===== src/rtl/fir_pkg.sv =====
// Shared types and defaults for the FIR sequencer: FSM state encoding,
// parameter defaults and the tap-index width helper.
package fir_pkg;

    typedef enum logic [1:0] {
        IDLE = 2'd0,
        POP  = 2'd1,
        MAC  = 2'd2,
        DONE = 2'd3
    } fir_state_t;

    localparam int DWIDTH_DEF = 8;
    localparam int NTAPS_DEF  = 4;

    // Width of an index that addresses 0..ntaps-1; never narrower than one bit.
    function automatic int fir_tap_w(input int ntaps);
        return (ntaps < 2) ? 1 : $clog2(ntaps);
    endfunction

endpackage


===== src/rtl/fir_tap_cnt.sv =====
// Wrapping tap-index counter: clear, count enable and a terminal-count flag
// that is high while the index sits on the last tap.
module fir_tap_cnt
    import fir_pkg::*;
#(
    parameter int NTAPS = NTAPS_DEF,
    parameter int TAP_W = fir_tap_w(NTAPS)
) (
    input  logic             clk,
    input  logic             rst_n,
    input  logic             clr,
    input  logic             en,
    output logic [TAP_W-1:0] cnt,
    output logic             tc
);

    localparam logic [TAP_W-1:0] TAP_LAST = TAP_W'(NTAPS - 1);

    logic [TAP_W-1:0] cnt_reg;
    logic [TAP_W-1:0] cnt_next;

    always_comb begin
        cnt_next = cnt_reg;
        if (clr) begin
            cnt_next = '0;
        end else if (en) begin
            cnt_next = (cnt_reg == TAP_LAST) ? '0 : cnt_reg + 1'b1;
        end
    end

    always_ff @(posedge clk or negedge rst_n) begin
        if (!rst_n) begin
            cnt_reg <= '0;
        end else begin
            cnt_reg <= cnt_next;
        end
    end

    assign cnt = cnt_reg;
    assign tc  = (cnt_reg == TAP_LAST);

endmodule


===== src/rtl/fir_seq_ctrl.sv =====
// FIFO-to-MAC sequencer for ahb_fir: pop, shift into delay line, NTAPS MAC
// steps, then a valid/ready result. Optional result counter: FIR_SEQ_STAT_EN.
module fir_seq_ctrl
    import fir_pkg::*;
#(
    parameter int DWIDTH = DWIDTH_DEF,
    parameter int NTAPS  = NTAPS_DEF,
    parameter int TAP_W  = fir_tap_w(NTAPS)
) (
    input  logic              clk,
    input  logic              rst_n,
    input  logic              fifo_empty_flg,
    input  logic [DWIDTH-1:0] fifo_rdata,
    output logic              fifo_read_en,
    output logic [DWIDTH-1:0] smp_data,
    output logic              dl_shift,
    output logic              mac_clr,
    output logic              mac_en,
    output logic [TAP_W-1:0]  tap_idx,
    output logic              res_valid,
    input  logic              res_ready,
`ifdef FIR_SEQ_STAT_EN
    output logic [15:0]       smp_cnt,
`endif
    output logic              busy
);

    fir_state_t        state_reg;
    fir_state_t        state_next;
    logic              read_en_reg;
    logic              read_en_next;
    logic [DWIDTH-1:0] smp_data_reg;
    logic              tap_tc;

    fir_tap_cnt #(
        .NTAPS (NTAPS),
        .TAP_W (TAP_W)
    ) u_tap_cnt (
        .clk   (clk),
        .rst_n (rst_n),
        .clr   (state_reg == POP),
        .en    (state_reg == MAC),
        .cnt   (tap_idx),
        .tc    (tap_tc)
    );

    // The pop strobe is a flop fed by the empty flag, so it fires during the
    // IDLE cycle that follows a non-empty sample; IDLE then moves on to POP.
    always_comb begin
        state_next = state_reg;
        unique case (state_reg)
            IDLE: if (read_en_reg) state_next = POP;
            POP:  state_next = MAC;
            MAC:  if (tap_tc) state_next = DONE;
            DONE: if (res_ready) state_next = IDLE;
            default: state_next = IDLE;
        endcase
        read_en_next = (state_next == IDLE) && !fifo_empty_flg;
    end

    always_ff @(posedge clk or negedge rst_n) begin
        if (!rst_n) begin
            state_reg    <= IDLE;
            read_en_reg  <= 1'b0;
            smp_data_reg <= '0;
        end else begin
            state_reg   <= state_next;
            read_en_reg <= read_en_next;
            // Popped word is taken on the edge that retires the pop strobe.
            if (read_en_reg) begin
                smp_data_reg <= fifo_rdata;
            end
        end
    end

    assign fifo_read_en = read_en_reg;
    assign smp_data     = smp_data_reg;
    assign dl_shift     = (state_reg == POP);
    assign mac_en       = (state_reg == MAC);
    assign mac_clr      = (state_reg == MAC) && (tap_idx == '0);
    assign res_valid    = (state_reg == DONE);
    assign busy         = (state_reg != IDLE);

`ifdef FIR_SEQ_STAT_EN
    logic [15:0] smp_cnt_reg;

    always_ff @(posedge clk or negedge rst_n) begin
        if (!rst_n) begin
            smp_cnt_reg <= '0;
        end else if (res_valid && res_ready && (smp_cnt_reg != 16'hFFFF)) begin
            smp_cnt_reg <= smp_cnt_reg + 16'd1;
        end
    end

    assign smp_cnt = smp_cnt_reg;
`endif

endmodule


===== config.mk =====
export PLATFORM = sky130hd
export DESIGN_NAME = fir_seq_ctrl
export DESIGN_NICKNAME = d
export VERILOG_FILES = /design/src/rtl/fir_pkg.sv /design/src/rtl/fir_tap_cnt.sv /design/src/rtl/fir_seq_ctrl.sv
export SDC_FILE = /design/constraint.sdc
export NUM_CORES = 1
export LEC_CHECK = 0
export ABC_AREA = 1
export BUFFER_PORTS_ARGS = -buffer_cell sky130_fd_sc_hd__buf_2
export CORE_MARGIN = 5
export CORE_UTILIZATION = 43
export CTS_CLUSTER_DIAMETER = 60
export DETAILED_ROUTE_END_ITERATION = 8
export GPL_TIMING_DRIVEN = 0
export MAX_ROUTING_LAYER = met4
export PLACE_DENSITY = 0.75
export SYNTH_ARGS = -nofsm -noshare
export SYNTH_HDL_FRONTEND = slang
export SYNTH_HIERARCHICAL = 1
export SYNTH_SLANG_ARGS = --single-unit

===== constraint.sdc =====
create_clock -name clk -period 1 [get_ports clk]
set_input_delay 0.05 -clock clk [delete_from_list [all_inputs] [get_ports clk]]
set_output_delay 0.05 -clock clk [all_outputs]
set_load 0.005 [all_outputs]

# Word-level counts from Yosys, hierarchy flattened
# Cells that the tools add are included.
# classes
n_addsub	1
n_eq_ne	4
n_mux	7
n_reduce_logical	8
# ops
op	n
two-way mux 2 bit	6
case mux 2 bit (4 select lines)	1
== test 2 bit, second input constant	3
zero test 2 bit	3
nonzero test 2 bit	2
adder 2 x 1 -> 2 bit, second input constant	1
== test 2 x 1 -> 1 bit, second input constant	1
logical AND 1 bit	2
zero test 1 bit	1
# word_totals
ff_bits	13
inputBits	12
output_inout_bits	16

# Depth between registers and ports, before layout
# logic_depth
ltp_word	5
depth_mapped	6

# Cells and area by module
# The synthesis kept the hierarchy.
# by_module_without_submodules
mod	n_inst	cells_each	area_per_inst_um2	seq_area_each_um2
fir_seq_ctrl	1	40	479.2	275.3
fir_tap_cnt	1	12	101.3	50.0

# Least setup slack after synthesis
# Ideal clock, no wire load.
# synth_path
path_type	flip-flop to flip-flop
start	register u_tap_cnt.cnt_reg[0] (netlist: u_tap_cnt/cnt[0])
end	register read_en_reg (netlist: fifo_read_en)
t_arrival_ns	0.881
slack_ns	0.049
path_stages_with_launch	5
n_path_buf	0
period_less_slack_ns	0.951
path_cell_list	dfrtp_1 -> ha_1 -> nand3_1 -> nand3_2 -> nor2_2
# synth_via
elab_chain_len	5
# synth_lines
element	line_no	source
from (decl)	fir_tap_cnt.sv:19	logic [TAP_W-1:0] cnt_reg;
from (signal assigned)	fir_tap_cnt.sv:35	cnt_reg <= cnt_next;
== test 2 bit	fir_tap_cnt.sv:40	assign tc = (cnt_reg == TAP_LAST);
net tap_tc	fir_seq_ctrl.sv:33	logic tap_tc;
two-way mux 2 bit	fir_seq_ctrl.sv:54	MAC: if (tap_tc) state_next = DONE;
case mux 2 bit (4 select lines)	fir_seq_ctrl.sv:51	unique case (state_reg)
net state_next[0]	fir_seq_ctrl.sv:29	fir_state_t state_next;
zero test 2 bit	fir_seq_ctrl.sv:58	read_en_next = (state_next == IDLE) && !fifo_empty_flg;
logical AND 1 bit	fir_seq_ctrl.sv:58	
net read_en_next	fir_seq_ctrl.sv:31	logic read_en_next;
to (signal assigned)	fir_seq_ctrl.sv:68	read_en_reg <= read_en_next;
to (decl)	fir_seq_ctrl.sv:30	logic read_en_reg;
# The timed path passes the listed nets, and every way through them passes these cells.
# A chain may end at the register's enable or synchronous reset.

# Worst setup path after layout
# layout_path
start	register state_reg[0]
end	output port busy
# layout_via
elab_chain_len	1
# layout_lines
element	line_no	source
from (decl)	fir_seq_ctrl.sv:28	fir_state_t state_reg;
from (signal assigned)	fir_seq_ctrl.sv:67	state_reg <= state_next;
nonzero test 2 bit	fir_seq_ctrl.sv:82	assign busy = (state_reg != IDLE);
to (decl)	fir_seq_ctrl.sv:25	output logic busy
# No other way between the ends.

==> flow_summary.ini <==
[clock_network]
cts.sinks = 13
clock_path_buffers = 2
worst_skew_pair.late_latency_ns = 0.26
cts.clk_slew.worst_paths_ns = 0.07
cts_buffers = 3
htreeDepth = 1
clockRootBuffer = clkbuf_4
cts_tree = done

[die]
num_rows = 13
dieHeight_um = 46.7
die_width_um = 46.7
die-area_mm2 = 0.00219
ios = 28
initial_core_util_pct = 45.2
coreArea_mm2 = 0.00128

[critical_path]
worstReg2RegEnd = smp_data[4]$_DFFE_PN0P_
worst_r2r_path_depth = 2
regToRegSetupSlack_ns = 0.01
start_kind = flop
end_kind = output pin
arrival_ns = 1.05
required_ns = 0.95
worstSetupPathType = flop to output pin
cp_max_fo = 3
rr_startpoint = fifo_read_en$_DFF_PN0_

[synthesis]
synth_fp_nets = 65
synth_cell_types = 15
async_flop_share_pct = 100
syn_area_um2 = 581
ys_ff_latch = 13
synth_edf_count = 0
synth_flop_cell = dfrtp_1
synth_seq_area_share_pct = 56.0
netlist_instances = 52
yosys_warnings = 6
avgSynthCellArea_um2 = 11.2

[placement]
io_buffer_count = 27
place_hpwl_um = 870
place_area_um2 = 734
pre_cts_ws_ns = -0.00361
place_congestion = 0.802
dpl.cell_count = 94

[global_route]
grt_max_degree = 14
antenna_found_initial = 0
gr-total-overflow = 0
grt_pass1_vias = 469
grt_pass1_wl_mm = 1.81
gr-usage-all-layers_pct = 12.3

[final_layout]
syn2layout_area_growth_pct = 61.0
largest_reg_flops = 8
fin_nets = 110
final_cell_mix = 26 x buf_2, 12 x dfrtp_1, 8 x mux2_4
final_common_cell = buf_2
final_layout_size_suffix_gt1_share_pct = 63.5
design_area_um2 = 935
layoutNonFillerInstCount = 111
antenna_cells = 0

[timing]
tns_ns = -0.391
timing.final.crit_period_ns = 1.10
layout_setup_ws_ns = -0.0989
finalHoldViolCount = 0
finClkSkew_ns = 0.00246
max_slew_margin_pct = 81.4
setup_viol = 5
max_freq_mhz = 910
min_period_over_period_pct = 110
rsz0062_at_grt = yes
drv_slew = 0
worst_pin_slew_ns = 0.279

[power]
power_density_mw_per_mm2 = 3000
p_leak_nw = 0.523
peakVddDrop_mv = 1.55
p_total_mw = 2.81

[worst_hold_path]
hold_path.class = input port to flop
worstHoldEndpoint = smp_data[3]$_DFFE_PN0P_
hold_depth = 2
holdCritStartpoint = fifo_rdata[3]

[outcome]
status = finished with violations
violations = setup timing

[routing]
drc = 0
wire_per_inst_um = 12.8
vias_per_cell = 4.60
final_antenna_net_count = 0
dr.pass1.iters = 2
routed_wl_mm = 1.42
detail_route.iter0.violations = 2
vias = 511

[run]
maxCapViolations = 0
where the power goes:
group / switching, mW / total [mW] / internal (mW)
sequential: 0.198 / 0.985 / 0.787
clock: 0.152 / 0.306 / 0.154
combinational: 0.631 / 1.52 / 0.886
layout make-up:
| type | instances | area [µm²] |
|---|---|---|
| Fill cell | 91 | 350 |
| Timing Repair Buffer | 40 | 260 |
| Multi-Input combinational cell | 30 | 259 |
| Inverter | 8 | 32.5 |
| Sequential cell | 13 | 327 |
| Buffer | 1 | 11.3 |
| Clock buffer | 4 | 26.3 |
| Tap cell | 15 | 18.8 |
critical path, cell delays in order, from the launching register on:
cell and delay [ns]:
dfrtp_1 0.41, inv_2 0.09, buf_4 0.11, nand2_1 0.05, buf_2 0.12
cells in the mapped netlist (2+ instances only):
cell / count / area [µm²]
inv_1: 6 / 22.5
mux2_4: 2 / 30.0
inv_2: 2 / 7.51
nand2_1: 8 / 30.0
mux2_2: 6 / 67.6
dfrtp_1: 13 / 325
nor2_2: 2 / 12.5
nand3_1: 6 / 30.0
per-stage QoR:
step / utilization, % / hold WS (ns)
3_5_place_dp: 57.2 / -0.0506
5_1_grt: 72.7 / 0.00481
3_3_place_gp: 57.2 / -0.0539
2_1_floorplan: - / -0.246
4_1_cts: 65.2 / 0.00855
6_report: 72.7 / 0.0186
per-layer routing:
| layer | track usage [%] | part of all wire (%) |
|---|---|---|
| met1 | 13.5 | 45 |
| met2 | 20.1 | 48 |
| met3 | 4.21 | 7.6 |
| met4 | 5.52 | 0 |
| met5 | - | 0 |
timing repair:
item,CTS,global route
pin swaps,1,6
resized for setup,9,12
gates cloned,1,0
hold buffers,1,3
buffers inserted,5,3
endpoints found under the hold margin,13,3
endpoints found under the setup margin,8,12
worst max path at each step:
stage	start	to	slack (ns)
after floorplan	u_tap_cnt/cnt[0]$_DFFE_PN0P_	fifo_read_en$_DFF_PN0_	0.05
after global routing	state_reg[0]$_DFF_PN0_	mac_clr	-0.19
after global placement	state_reg[0]$_DFF_PN0_	u_tap_cnt/cnt[0]$_DFFE_PN0P_	0.01
after detailed placement	state_reg[0]$_DFF_PN0_	u_tap_cnt/cnt[0]$_DFFE_PN0P_	-0.004
final	state_reg[0]$_DFF_PN0_	busy	-0.1
after CTS	state_reg[0]$_DFF_PN0_	mac_clr	-0.09
cell families (layout without fill, tap and decap cells):
family,Yosys count,after routing,share of synthesized area [%]
fa+ha+maj,1,1,2.15
buf+inv,9,53,7.11
flops,13,13,56.0
mux,8,8,16.8
simple gates,21,21,17.9
Note: power is estimated with default switching activity, not from simulation.
